**config.mk**
```make
export PLATFORM = sky130hd
export DESIGN_NAME = sram_rw_port_ctrl
export DESIGN_NICKNAME = d
export VERILOG_FILES = /design/src/rtl/sram_rw_port_ctrl.sv
export SDC_FILE = /design/constraint.sdc
export NUM_CORES = 1
export LEC_CHECK = 0
export CELL_PAD_IN_SITES_DETAIL_PLACEMENT = 0
export CELL_PAD_IN_SITES_GLOBAL_PLACEMENT = 1
export CORE_MARGIN = 2
export CORE_UTILIZATION = 30
export DETAILED_ROUTE_END_ITERATION = 8
export GPL_TIMING_DRIVEN = 0
export PLACE_DENSITY = 0.85
export SLEW_MARGIN = 20
export SYNTH_ARGS = -nofsm -noshare
export SYNTH_HDL_FRONTEND = slang
export SYNTH_SLANG_ARGS = --single-unit
export TNS_END_PERCENT = 10
```
**constraint.sdc**
```tcl
create_clock -name clock -period 3.55 [get_ports clock]
set_input_delay 0.71 -clock clock [delete_from_list [all_inputs] [get_ports clock]]
set_output_delay 0.71 -clock clock [all_outputs]
set_load 0.03 [all_outputs]
```
**src/rtl/sram_rw_port_ctrl.sv**
```systemverilog
// Requester-side controller for a single-port RW SRAM macro with in-order, credit-limited read responses.
// Optional macro SRAM_CTRL_INIT_CLEAR_EN adds a post-reset sweep that zeroes every word before accepting requests.
module sram_rw_port_ctrl #(
  parameter int ADDR_W = 14,
  parameter int DATA_W = 32,
  parameter int DEPTH  = 16384
) (
  input  logic              clock,
  input  logic              reset,
  input  logic              req_valid,
  output logic              req_ready,
  input  logic              req_write,
  input  logic [ADDR_W-1:0] req_addr,
  input  logic [DATA_W-1:0] req_wdata,
  output logic              resp_valid,
  input  logic              resp_ready,
  output logic [DATA_W-1:0] resp_rdata,
  output logic              mem_en,
  output logic              mem_wmode,
  output logic [ADDR_W-1:0] mem_addr,
  output logic [DATA_W-1:0] mem_wdata,
  input  logic [DATA_W-1:0] mem_rdata,
  output logic              init_done
);

  typedef enum logic {ST_INIT, ST_RUN} state_t;

  state_t            state, state_nxt;
  logic              rd_pend;
  logic [1:0]        fifo_cnt;
  logic [DATA_W-1:0] fifo_q0, fifo_q1;
  logic              run, req_fire, rd_fire, push, pop;
  logic [1:0]        occ;

  if (DEPTH != (1 << ADDR_W)) begin : g_depth_check
    $error("DEPTH must equal 2**ADDR_W");
  end

  assign run       = (state == ST_RUN);
  assign init_done = run;

  // Credit counts the read whose data lands next edge plus queued entries, net of this cycle's pop.
  assign push      = rd_pend;
  assign pop       = (fifo_cnt != 2'd0) & resp_ready;
  assign occ       = {1'b0, rd_pend} + fifo_cnt - {1'b0, pop};
  assign req_ready = run & (req_write | (occ < 2'd2));
  assign req_fire  = req_valid & req_ready;
  assign rd_fire   = req_fire & ~req_write;

  assign resp_valid = (fifo_cnt != 2'd0);
  assign resp_rdata = resp_valid ? fifo_q0 : '0;

`ifdef SRAM_CTRL_INIT_CLEAR_EN
  logic [ADDR_W-1:0] clr_addr;

  always_ff @(posedge clock or posedge reset) begin
    if (reset)                  clr_addr <= '0;
    else if (state == ST_INIT)  clr_addr <= clr_addr + 1'b1;
  end
`endif

  always_ff @(posedge clock or posedge reset) begin
    if (reset) state <= ST_INIT;
    else       state <= state_nxt;
  end

  always_comb begin
    state_nxt = state;
    mem_en    = 1'b0;
    mem_wmode = 1'b0;
    mem_addr  = '0;
    mem_wdata = '0;
    case (state)
      ST_INIT: begin
`ifdef SRAM_CTRL_INIT_CLEAR_EN
        // Sweep write is gated by reset so the port stays quiet while reset is held.
        mem_en    = ~reset;
        mem_wmode = ~reset;
        mem_addr  = reset ? '0 : clr_addr;
        if (clr_addr == ADDR_W'(DEPTH - 1)) state_nxt = ST_RUN;
`else
        state_nxt = ST_RUN;
`endif
      end
      ST_RUN: begin
        if (req_fire) begin
          mem_en    = 1'b1;
          mem_wmode = req_write;
          mem_addr  = req_addr;
          mem_wdata = req_wdata;
        end
      end
      default: state_nxt = ST_INIT;
    endcase
  end

  // Read-data capture stage: SRAM output is valid only in the cycle after a read fires.
  always_ff @(posedge clock or posedge reset) begin
    if (reset) begin
      rd_pend  <= 1'b0;
      fifo_cnt <= 2'd0;
    end else begin
      rd_pend <= rd_fire;
      if (push & ~pop)      fifo_cnt <= fifo_cnt + 2'd1;
      else if (pop & ~push) fifo_cnt <= fifo_cnt - 2'd1;
    end
  end

  always_ff @(posedge clock) begin
    if (push & ~pop) begin
      if (fifo_cnt == 2'd0) fifo_q0 <= mem_rdata;
      else                  fifo_q1 <= mem_rdata;
    end else if (push & pop) begin
      if (fifo_cnt == 2'd1) begin
        fifo_q0 <= mem_rdata;
      end else begin
        fifo_q0 <= fifo_q1;
        fifo_q1 <= mem_rdata;
      end
    end else if (pop) begin
      fifo_q0 <= fifo_q1;
    end
  end

endmodule
```
======== Word level (Yosys, flattened, before mapping) ========
Index checks and enable logic that the tools add are counted.
word-level totals
  flip-flop bits (word level) ............. 68
  bits of input ports ..................... 83
  output and inout bits ................... 83
  logic and storage cells ................. 52
operators by class
  $add $sub $neg .......................... 4
  $lt $le $gt $ge ......................... 1
  eq/ne operators ......................... 4
  multiplexer cells ....................... 20
  bitwise logic cells ..................... 11
  reductions and logical operators ........ 7
operators by type and width
  operator             count
  $mux 32              12
  $mux 14              2
  $and 1x1->1          7
  $reduce_bool 2->1    3
  $mux 1               4
  $mux 2               2
  $ne 2x2->1 const B   2
  $not 1->1            3
  $reduce_and 3->1     1
  $reduce_bool 3->1    1
  $add 1x2->2          1
  $add 2x1->2 const B  1
  $eq 2x1->1 const B   1
  $logic_not 2->1      1
  $lt 2x2->1 const B   1
  $ne 2x1->1 const B   1
  $reduce_and 2->1     1
  $sub 2x1->2          1
  $sub 2x1->2 const B  1
  $or 1x1->1           1

======== Depth between registers and ports, before layout ========
Gate-level depths: netlist of the first run.
  word-level depth ........................ 9
  depth in mapped cells ................... 10
  gate-level depth less buffers ........... 8

======== Worst setup path after synthesis of the first run ========
OpenSTA, ideal clock, no wires.
  kind .................................... register to output
  start ................................... reg fifo_cnt[0]
  end ..................................... out req_ready
  arrival ................................. 2.737 ns
  data required time ...................... 2.840 ns
  slack ................................... 0.103 ns
  cell stages (with the launch flop) ...... 10
  path buffers ............................ 1
  cell sequence ........................... dfrtp_1 > inv_1 > ha_1 > inv_2 > nand2_1 > ha_1 > and2b_1 > xnor3_1 > buf_6 > a21boi_0
between the ends
  cells in the longest elaborated chain, start to end .. 6
  elaborated cells between the ends (all ways) .. 7
  classes of those cells .................. add/sub: 2; order compare: 1; bitwise: 3; reduce/logical: 1
ends and longest elaborated chain
  item                      line  text
  start: declaration        30    logic [1:0] fifo_cnt;
  start signal: assignment  104   if (push & ~pop) fifo_cnt <= fifo_cnt + 2'd1;
  start signal: assignment  105   else if (pop & ~push) fifo_cnt <= fifo_cnt - 2'd1;
  $reduce_bool 2->1         -
  named net resp_valid      15    output logic resp_valid,
  $and 1x1->1               44    assign pop = (fifo_cnt != 2'd0) & resp_ready;
  $sub 2x1->2               45    assign occ = {1'b0, rd_pend} + fifo_cnt - {1'b0, pop};
  $lt 2x2->1                46    assign req_ready = run & (req_write | (occ < 2'd2));
  $or 1x1->1                46
  $and 1x1->1               46
  end: declaration          11    output logic req_ready,
The timed path passes the listed nets, and every way through them passes these cells.

======== Final worst setup path of the first run ========
  start ................................... reg fifo_cnt[1]
  end ..................................... out mem_wdata[3]
between the ends
  cells in the longest elaborated chain, start to end .. 9
  elaborated cells between the ends (all ways) .. 10
  classes of those cells .................. add/sub: 2; order compare: 1; mux: 2; bitwise: 4; reduce/logical: 1
ends and longest elaborated chain
  item                                                 line  text
  branches (longest 2 deep; another with $add 1x2->2)  -
  $sub 2x1->2 (*)                                      45
  $lt 2x2->1 (*)                                       46
  $or 1x1->1 (*)                                       46
  $and 1x1->1 (*)                                      46
  $and 1x1->1 (*)                                      47    assign req_fire = req_valid & req_ready;
  $mux 32 (*)                                          86    if (req_fire) begin
  $mux 32 (*)                                          73    case (state)
  end: declaration                                     21    output logic [DATA_W-1:0] mem_wdata,
Every way passes the cells marked *.

==> metrics.txt, run 1 <==
Slowest-stage cell, CP dfrtp_1; Finished Cell Area 0.005268 mm^2; DR DRC count 0; multi-input combinational cell area 0.001214 mm^2; core area 0.01084 mm^2; Max Fanout on Critical Path 10; Root Driver clkbuf_8; diode count 0; share of layout cells above drive strength 1 26.54%; die area between 0.01 and 0.015 mm^2; Die Wd 109.5 um; drt via density 4.507; hold crit path type reg -> reg; Post-synth top cells edfxtp_1, nand2_1, a21oi_1; clk buf depth 2; maximum VDD drop 0.3452 mV; Fmax achieved roughly 300 MHz; ranking of synthesized cells by area edfxtp_1, mux2_2, nor2b_1, nand2_1, a21oi_1; Worst-Margin Slew between 800 and 900 ps; WP data required 2840 ps; Crit. End Element primary output; Slew HR 45.83%; ANT nets after route 0; status complete, no violations; largest net degree at the start of global routing 33; dpl cells 580; WL per Instance approximately 14 um; Final Slew Violations 0; power per standard cell area 721.9 mW/mm^2; worst-skew pair later-pin latency 340 ps; CP Cell Sequence inv_1, ha_4, inv_2, nand2_2, ha_4, and2b_1, xnor3_2, buf_6, a21oi_1, clkdlybuf4s15_2; net count after synthesis 360; Cell Area, Synth 0.003339 mm^2; Final HPWL DP 6496 um; most numerous cell on the critical path ha_4; clk_skew between 5 and 6 ps; Final Hold Violating Endpoints 0; Netlist cell types 27; FF+latch area 0.002022 mm^2; Iter 0 DRT Violations 108; critical path buffer and inverter count 4; Crit Path Class reg -> out; slowest stage delay, CP 380 ps; routability cong. approximately 0.70; first-pass GRT wire length 13,070 um; most numerous cell in the Yosys netlist edfxtp_1; Vias 2,686; Tot Pwr roughly 3.8 mW; global route overflow 0; row count 38; Synth area leader edfxtp_1; EDFF count, synth 64; Mapped Avg Cell Area 12.19 um^2; Nets 538; Total GRT Usage between 10 and 15%; Final Non-Filler Cells slightly below 600; min cycle time layout 3291 ps; fin crit share 92.71%; top-area cell type share of the netlist area 57.55%; Die H approximately 110 um; vias in the first global route 2,671; CP startpoint kind flop; CTS tree built; initial antenna violation count 0; CTS H-tree lvls 3; synthesized instance count 274; Leak 1.989 nW; DRT Wirelength 8603 um; RSZ-0062 raised after global routing no; DP Area 0.005204 mm^2; Synth warnings 0; DRT Pass-1 Iters 6; CTS buffer count 9; Seq cells post-synth 68; final core utilization 48.59%; I/O pin total 166; Clock Sinks 68; area growth from synthesis to layout 57.74%; sequential element share of the synthesized area 60.55%; Max Cap Viol 0; clk slew on worst S/H paths 70 ps; ys async rst share 5.882%; final setup vio count 0; Crit path arrival time 2580 ps; Synth Flop Type edfxtp_1; Top delay family on crit path buffers and inverters; cts hold-fix bufs 0; initial core utilization 30.81%; FILL cells between 1,000 and 1,500; I/O Buffers 165
flip-flops by register name, indices dropped and copies added (netlist names):
signal	flops
push	1
fifo_cnt	2
fifo_q0	32
fifo_q1	32
init_done	1
power breakdown:
group          switching (mW)  leakage, nW  total, mW  internal [mW]
clock network           0.292        0.102      0.685          0.392
logic                    1.21         1.24       1.99          0.787
registers              0.0354        0.645       1.12           1.09
per-layer routing:
layer | wire length (um) | part of all wire, % | global-route usage (%)
met1 | 3383 | 39 | 16.23
met5 | 0 | 0 | 0
met3 | 620 | 7.2 | 4.564
met4 | 140 | 1.6 | 5.606
met2 | 4458 | 52 | 24.78
timing repair:
item / 4_1_cts / 5_1_grt
setup buffers: 1 / 0
pin swaps: 0 / 1
resized for setup: 242 / 5
setup endpoints to repair: 48 / 48
endpoints found under the hold margin: 0 / 0
area by class of cell:
cell class / instances / area share, %
inverter: 6 / 0.4276
multi-input combinational: 179 / 23.04
timing repair buffer: 167 / 28.50
tap: 140 / 3.325
clock buffer: 9 / 2.352
clock inverter: 6 / 1.686
sequential: 68 / 38.38
buffer: 21 / 2.280
kinds of logic after synthesis:
kind of cell | Yosys count | synth area share [%]
other | 1 | 0.1123
buffers and inverters | 27 | 4.271
adders and majority gates | 3 | 1.124
muxes | 32 | 10.79
AOI/OAI and AO/OA | 51 | 9.217
DFF | 68 | 60.55
xor gates and xnor gates | 3 | 1.199
and+or+nand+nor | 89 | 12.74
stage by stage:
stage          setup slack, ps  hold slack [ps]  setup TNS [ps]
2_1_floorplan            103.1            449.8               0
3_3_place_gp            -608.8            468.8          -39110
6_report                 258.9            493.8               0
3_5_place_dp            -656.9            486.0          -25940
4_1_cts                  16.95            501.9               0
5_1_grt                  86.83            517.6               0
path summary, 6_finish.rpt:
kind / from / to / slack (ps) / cells past startpoint
max: fifo_cnt[1] / mem_wdata[3] / 260 / 10
min: fifo_cnt[1] / fifo_cnt[1] / 490 / 2
max reg2reg: fifo_cnt[1] / fifo_q0[2] / 1200 / 5
min reg2reg: fifo_cnt[1] / fifo_cnt[1] / 490 / 2
max in group asynchronous: reset / fifo_cnt[1] / 2830 / 2
min in group asynchronous: reset / init_done / 560 / 2
layout by cell type (no fill, tap or decap), drive strengths merged, types with 2 or more instances in the layout:
cell,instances
inv,7
ha,3
clkinvlp,2
dfrtp,4
clkdlybuf4s15,5
nand2,51
edfxtp,64
bufinv,2
clkdlybuf4s50,116
buf,53
a21oi,47
nor2b,32
mux2,32
clkbuf,22
nor2,2
worst register-to-register path, stage by stage (launching register included):
cell,delay [ps]
dfrtp_1,380
inv_1,130
ha_4,230
clkbuf_1,470
nand2_1,130
nand2_2,630
(Power assumes the default switching activity.)
==> inputs of run 2 (changes only) <==
--- a/config.mk
+++ b/config.mk
@@ -7,6 +7,7 @@
 export LEC_CHECK = 0
 export CELL_PAD_IN_SITES_DETAIL_PLACEMENT = 0
 export CELL_PAD_IN_SITES_GLOBAL_PLACEMENT = 1
+export CORE_ASPECT_RATIO = 1.25
 export CORE_MARGIN = 2
 export CORE_UTILIZATION = 30
 export DETAILED_ROUTE_END_ITERATION = 8
==> constraint.sdc (replaced) <==
create_clock -name clock -period 3.4 [get_ports clock]
set_input_delay 0.68 -clock clock [delete_from_list [all_inputs] [get_ports clock]]
set_output_delay 0.68 -clock clock [all_outputs]
set_load 0.03 [all_outputs]
==> metrics.txt, run 2 (synthesized netlist as in run 1, its figures left out) <==
Final HPWL DP 6765 um (+4.1%); initial core utilization 30.43% (-0.38 points); Root Driver clkbuf_16; hold crit path type reg -> reg; core area 0.01098 mm^2 (+1.2%); routability cong. 0.7906 (+13%); Final Non-Filler Cells 593 (-0.50%); Total GRT Usage 14.60% (+0.35 points); first-pass GRT wire length 13,740 um (+5.2%); most common cell after layout, fill and taps aside clkdlybuf4s50_1; Die Wd 98.37 um (-10%); I/O pin total 166 (unchanged); row count 43 (+13%); DRT Pass-1 Iters 4 (-2); Final Hold Violating Endpoints 0 (unchanged); slowest stage delay, CP 370 ps (about the same); status complete, no violations; Iter 0 DRT Violations 52 (-52%); fin crit share 95.56%; clk buf depth 2 (unchanged); min cycle time layout approximately 3200 ps; CTS H-tree lvls 3 (unchanged); largest net degree at the start of global routing 27 (-18%); commonest cells after routing, fill and taps aside clkdlybuf4s50_1, edfxtp_1, nand2_1; clk_skew 3.168 ps (-1.910 ps); worst setup margin 150.9 ps (-108.0 ps); WL per Instance 14.57 um (+0.96%); clk slew on worst S/H paths 50 ps (-20 ps); drt via density 4.604 (+2.2%); maximum VDD drop 0.3660 mV (+6.0%); Fmax achieved 307.8 MHz; CTS buffer count 9 (unchanged); global route overflow 0 (unchanged); Max Fanout on Critical Path 10 (unchanged); Worst-Margin Slew 661.6 ps (-148.1 ps); DRT Wirelength 8642 um (+0.45%); Final Slew Violations 0 (unchanged); CTS tree built; CP startpoint kind flop; Die H 122.0 um (+11%); DR DRC count 0 (unchanged); Clock Sinks 68 (unchanged); final core utilization 49.29% (+0.70 points); die area 0.01200 mm^2 (about the same); final setup vio count 0 (unchanged); Slew HR 55.89% (+10 points); Crit. End Element primary output; area growth from synthesis to layout 62.01%; share of layout cells above drive strength 1 26.86% (+0.32 points); I/O Buffers 165 (unchanged); Max Cap Viol 0 (unchanged); WP data required 2720 ps (-120 ps); diode count 0 (unchanged); power per standard cell area 797.5 mW/mm^2 (+10%); FILL cells 1,038 (-1.5%); ANT nets after route 0 (unchanged); Finished Cell Area 0.005410 mm^2 (+2.7%); Crit Path Class reg -> out; RSZ-0062 raised after global routing no; Nets 539 (+0.19%); dpl cells 576 (-0.69%); CP Cell Sequence inv_1, ha_4, inv_2, nand2_2, ha_4, and2b_1, xnor3_2, buf_6, buf_6, a21oi_2, buf_4; Crit path arrival time 2570 ps (about the same); Leak 2.065 nW (+3.8%); Slowest-stage cell, CP dfrtp_1; DP Area 0.005218 mm^2 (+0.26%); vias in the first global route 2,888 (+8.1%); biggest registers after layout fifo_q0 x32, fifo_q1 x32, fifo_cnt x2; WHS 496.1 ps (+2.372 ps); Setup WS pre-CTS -739.8 ps (-82.94 ps); Vias 2,730 (+1.6%); worst-skew pair later-pin latency 320 ps (-20 ps); initial antenna violation count 0 (unchanged)
-- run 2: cell count changes in the layout (fill, tap and decap cells not counted), sizes merged --
cell,previous run,this run
clkinvlp,2,1
clkinv,1,3
bufinv,2,3
buf,53,54
inv,7,6
-- run 2: what timing repair did --
action | 4_1_cts | 5_1_grt
pin swaps | 0 | 1
endpoints found under the setup margin | 48 | 47
hold buffers | 0 | 0
resized for setup | 246 | 2
setup buffers | 1 | 0
-- run 2: report_power, final --
group / leakage [nW] / internal, mW / switching (mW) / total, mW
clock network: 0.163 / 0.712 / 0.322 / 1.03
registers: 0.645 / 1.14 / 0.0399 / 1.18
logic: 1.26 / 0.841 / 1.26 / 2.10
total: 2.06 / 2.69 / 1.63 / 4.31
-- run 2: worst paths after layout --
| check | from | to | slack (ps) | cells after the start |
|---|---|---|---|---|
| max in group asynchronous | reset | init_done | 2730 | 2 |
| worst min register to register | fifo_cnt[1] | fifo_cnt[1] | 500 | 2 |
| worst max-delay path | fifo_cnt[1] | mem_addr[5] | 150 | 11 |
| min in group asynchronous | reset | fifo_cnt[1] | 530 | 2 |
| worst min-delay path | fifo_cnt[1] | fifo_cnt[1] | 500 | 2 |
| worst max register to register | fifo_cnt[1] | fifo_q0[30] | 1180 | 8 |
-- run 2: metal layers --
layer	vias to the layer above	wire, um	track usage [%]
met1	1269	3284	15.32
met5	-	0	0
met3	10	690	5.336
li1	1322	-	-
met2	129	4516	26.36
met4	0	150	5.993
-- run 2: critical path: cells and delay by family, from the launching register on --
family | cells | cell delay, ps
buffers and inverters | 5 | 690
xor gates and xnor gates | 1 | 290
and+or+nand+nor | 2 | 300
DFF | 1 | 370
AOI/OAI and AO/OA | 1 | 140
adders and majority gates | 2 | 440
-- run 2: layout make-up --
type                    instances  area, um^2  share of cell area [%]
repair buffers                168        1521                   28.12
inverters                       6       22.52                  0.4163
clock inverters                 7       115.1                   2.128
flip-flops and latches         68        2022                   37.37
well taps                     135       168.9                   3.122
clock buffers                   9       225.2                   4.163
plain buffers                  21       121.4                   2.243
multi-input cells             179        1214                   22.43
-- run 2: metrics by stage --
step / setup TNS (ps) / total power, mW
after global routing: 0 / 4.554
final: 0 / 4.315
after floorplan: 0 / 2.488
after detailed placement: -30830 / 3.336
after global placement: -52320 / 3.274
after CTS: 0 / 4.383
==> inputs of run 3 (changes only) <==
--- a/config.mk
+++ b/config.mk
@@ -9,10 +9,10 @@
 export CELL_PAD_IN_SITES_GLOBAL_PLACEMENT = 1
 export CORE_ASPECT_RATIO = 1.25
 export CORE_MARGIN = 2
-export CORE_UTILIZATION = 30
+export CORE_UTILIZATION = 27
 export DETAILED_ROUTE_END_ITERATION = 8
 export GPL_TIMING_DRIVEN = 0
-export PLACE_DENSITY = 0.85
+export PLACE_DENSITY = 0.81
 export SLEW_MARGIN = 20
 export SYNTH_ARGS = -nofsm -noshare
 export SYNTH_HDL_FRONTEND = slang
==> constraint.sdc (replaced) <==
create_clock -name clock -period 2.9 [get_ports clock]
set_input_delay 0.58 -clock clock [delete_from_list [all_inputs] [get_ports clock]]
set_output_delay 0.58 -clock clock [all_outputs]
set_load 0.03 [all_outputs]
==> metrics.txt, run 3 (synthesized netlist as in run 1, its figures left out) <==
power per standard cell area 965.8 mW/mm^2 (+21%); clk_skew 4.809 ps (+1.640 ps); cts hold-fix bufs 0 (unchanged); Crit. End Element primary output; Nets 548 (+1.7%); DRT Pass-1 Iters 4 (unchanged); WL met1 3512 um (+6.9%); WL met2 4924 um (+9.0%); I/O pin total 166 (unchanged); area growth from synthesis to layout 83.14%; RSZ-0062 raised after global routing yes; Slew HR 33.03% (-23 points); vias in the first global route 2,798 (-3.1%); share of layout cells above drive strength 1 38.33% (+11 points); global route overflow 0 (unchanged); biggest registers after layout fifo_q0 x32, fifo_q1 x32, fifo_cnt x2; dpl cells 605 (+5.0%); Final Hold Violating Endpoints 0 (unchanged); CTS tree built; Root Driver clkbuf_16; maximum VDD drop 0.4996 mV (+37%); WP data required 2320 ps (-400 ps); core area 0.01211 mm^2 (+10%); CTS H-tree lvls 3 (unchanged); routability cong. 0.6951 (-12%); initial core utilization 27.59% (-2.8 points); DR top layer met4; final core utilization 50.52% (+1.2 points); CTS buffer count 9 (unchanged); largest net degree at the start of global routing 22 (-19%); Leak 2.217 nW (+7.4%); Vias 2,767 (+1.4%); Final Slew Violations 0 (unchanged); Final HPWL DP 6988 um (+3.3%); most common cell after layout, fill and taps aside clkdlybuf4s50_1; row count 45 (+4.7%); DR DRC count 0 (unchanged); Fmax achieved around 340 MHz; DRT Wirelength 9448 um (+9.3%); min cycle time layout just under 3000 ps; met3 WL 892 um (+29%); CP startpoint kind flop; Max Cap Viol 0 (unchanged); I/O Buffers 165 (unchanged); Clock Sinks 68 (unchanged); clk buf depth 2 (unchanged); clk slew on worst S/H paths 50 ps (about the same); Worst-Margin Slew 1005 ps (+343.0 ps); commonest cells after routing, fill and taps aside clkdlybuf4s50_1, edfxtp_1, nand2_1; ANT nets after route 0 (unchanged); worst-skew pair later-pin latency 320 ps (about the same); initial antenna violation count 0 (unchanged); worst setup margin -35.69 ps (-186.6 ps); die area 0.01328 mm^2 (+11%); status finished with violations; diode count 0 (unchanged); Die Wd 103.5 um (+5.2%); Max Fanout on Critical Path 10 (unchanged); failing checks negative setup slack; Iter 0 DRT Violations 91 (+75%); Final Non-Filler Cells 631 (+6.4%); drt via density 4.385 (-4.7%); fin crit share 101.2%; Total GRT Usage 13.58% (-1.0 points); final setup vio count 36 (+36); Crit Path Class reg -> out; WL per Instance 14.97 um (+2.7%); FILL cells 1,073 (+3.4%); Crit path arrival time 2360 ps (-210 ps); hold crit path type in -> async; first-pass GRT wire length 13,720 um (-0.15%); Die H 128.3 um (+5.2%)
-- run 3: cell count changes in the layout (fill, tap and decap cells not counted), moves of 6 or more --
cell,previous run,this run
a21oi_2,10,26
buf_6,5,48
a21oi_1,37,0
clkbuf_2,1,7
a21oi_4,0,21
buf_2,36,0
-- run 3: timing repair --
item	4_1_cts	5_1_grt
gates resized for setup	358	24
pin swaps	7	24
endpoints found under the setup margin	77	59
endpoints found under the hold margin	0	0
setup buffers	8	2
gates cloned	2	0
-- run 3: metal layers --
metal | vias to the layer above | global-route usage (%)
li1 | 1339 | -
met1 | 1287 | 13.92
met2 | 131 | 25.62
met3 | 10 | 4.183
met4 | 0 | 4.412
met5 | - | 0
-- run 3: cell type report --
type | instances | area (um^2) | share of cell area [%]
repair buffers | 178 | 1881 | 30.75
clock inverters | 4 | 50.05 | 0.8183
flip-flops and latches | 68 | 2022 | 33.06
inverters | 6 | 25.02 | 0.4092
plain buffers | 20 | 172.7 | 2.823
well taps | 164 | 205.2 | 3.355
clock buffers | 12 | 236.5 | 3.867
multi-input cells | 179 | 1524 | 24.92
-- run 3: worst paths after layout --
kind	startpoint	to	slack, ps	cells past startpoint
worst min register to register	fifo_cnt[1]	fifo_cnt[1]	510	2
worst min-delay path	reset	fifo_cnt[1]	440	2
worst max register to register	fifo_cnt[1]	push	770	11
worst max-delay path	fifo_cnt[1]	mem_wdata[8]	-40	11
min in group clock	fifo_cnt[1]	fifo_cnt[1]	510	2
max in group asynchronous	reset	push	2320	2
-- run 3: worst max-delay path, cell delays in order, from the launching register on --
cell and delay [ps]:
dfrtp_1 360, inv_2 60, ha_4 160, inv_4 60, nand2_4 60, ha_4 280
and2b_1 170, xnor3_2 270, buf_12 160, buf_12 150, a21oi_2 150, buf_6 150
-- run 3: where the power goes --
group,total [mW],switching (mW),internal [mW]
Clock,1.04,0.372,0.664
Combinational,3.49,1.90,1.59
Sequential,1.38,0.0489,1.33
-- run 3: through the flow --
stage	hold WS, ps	area [um^2]	setup TNS, ps	setup slack [ps]	power [mW]
2_1_floorplan	346.1	3560	-4985	-121.2	3.166
3_3_place_gp	474.1	5416	-59840	-1042	4.121
3_5_place_dp	481.0	5479	-47590	-1079	4.187
4_1_cts	429.5	6035	-3015	-119.5	5.887
5_1_grt	450.1	6116	-4232	-116.4	6.193
6_report	438.7	6116	-617.6	-35.69	5.906
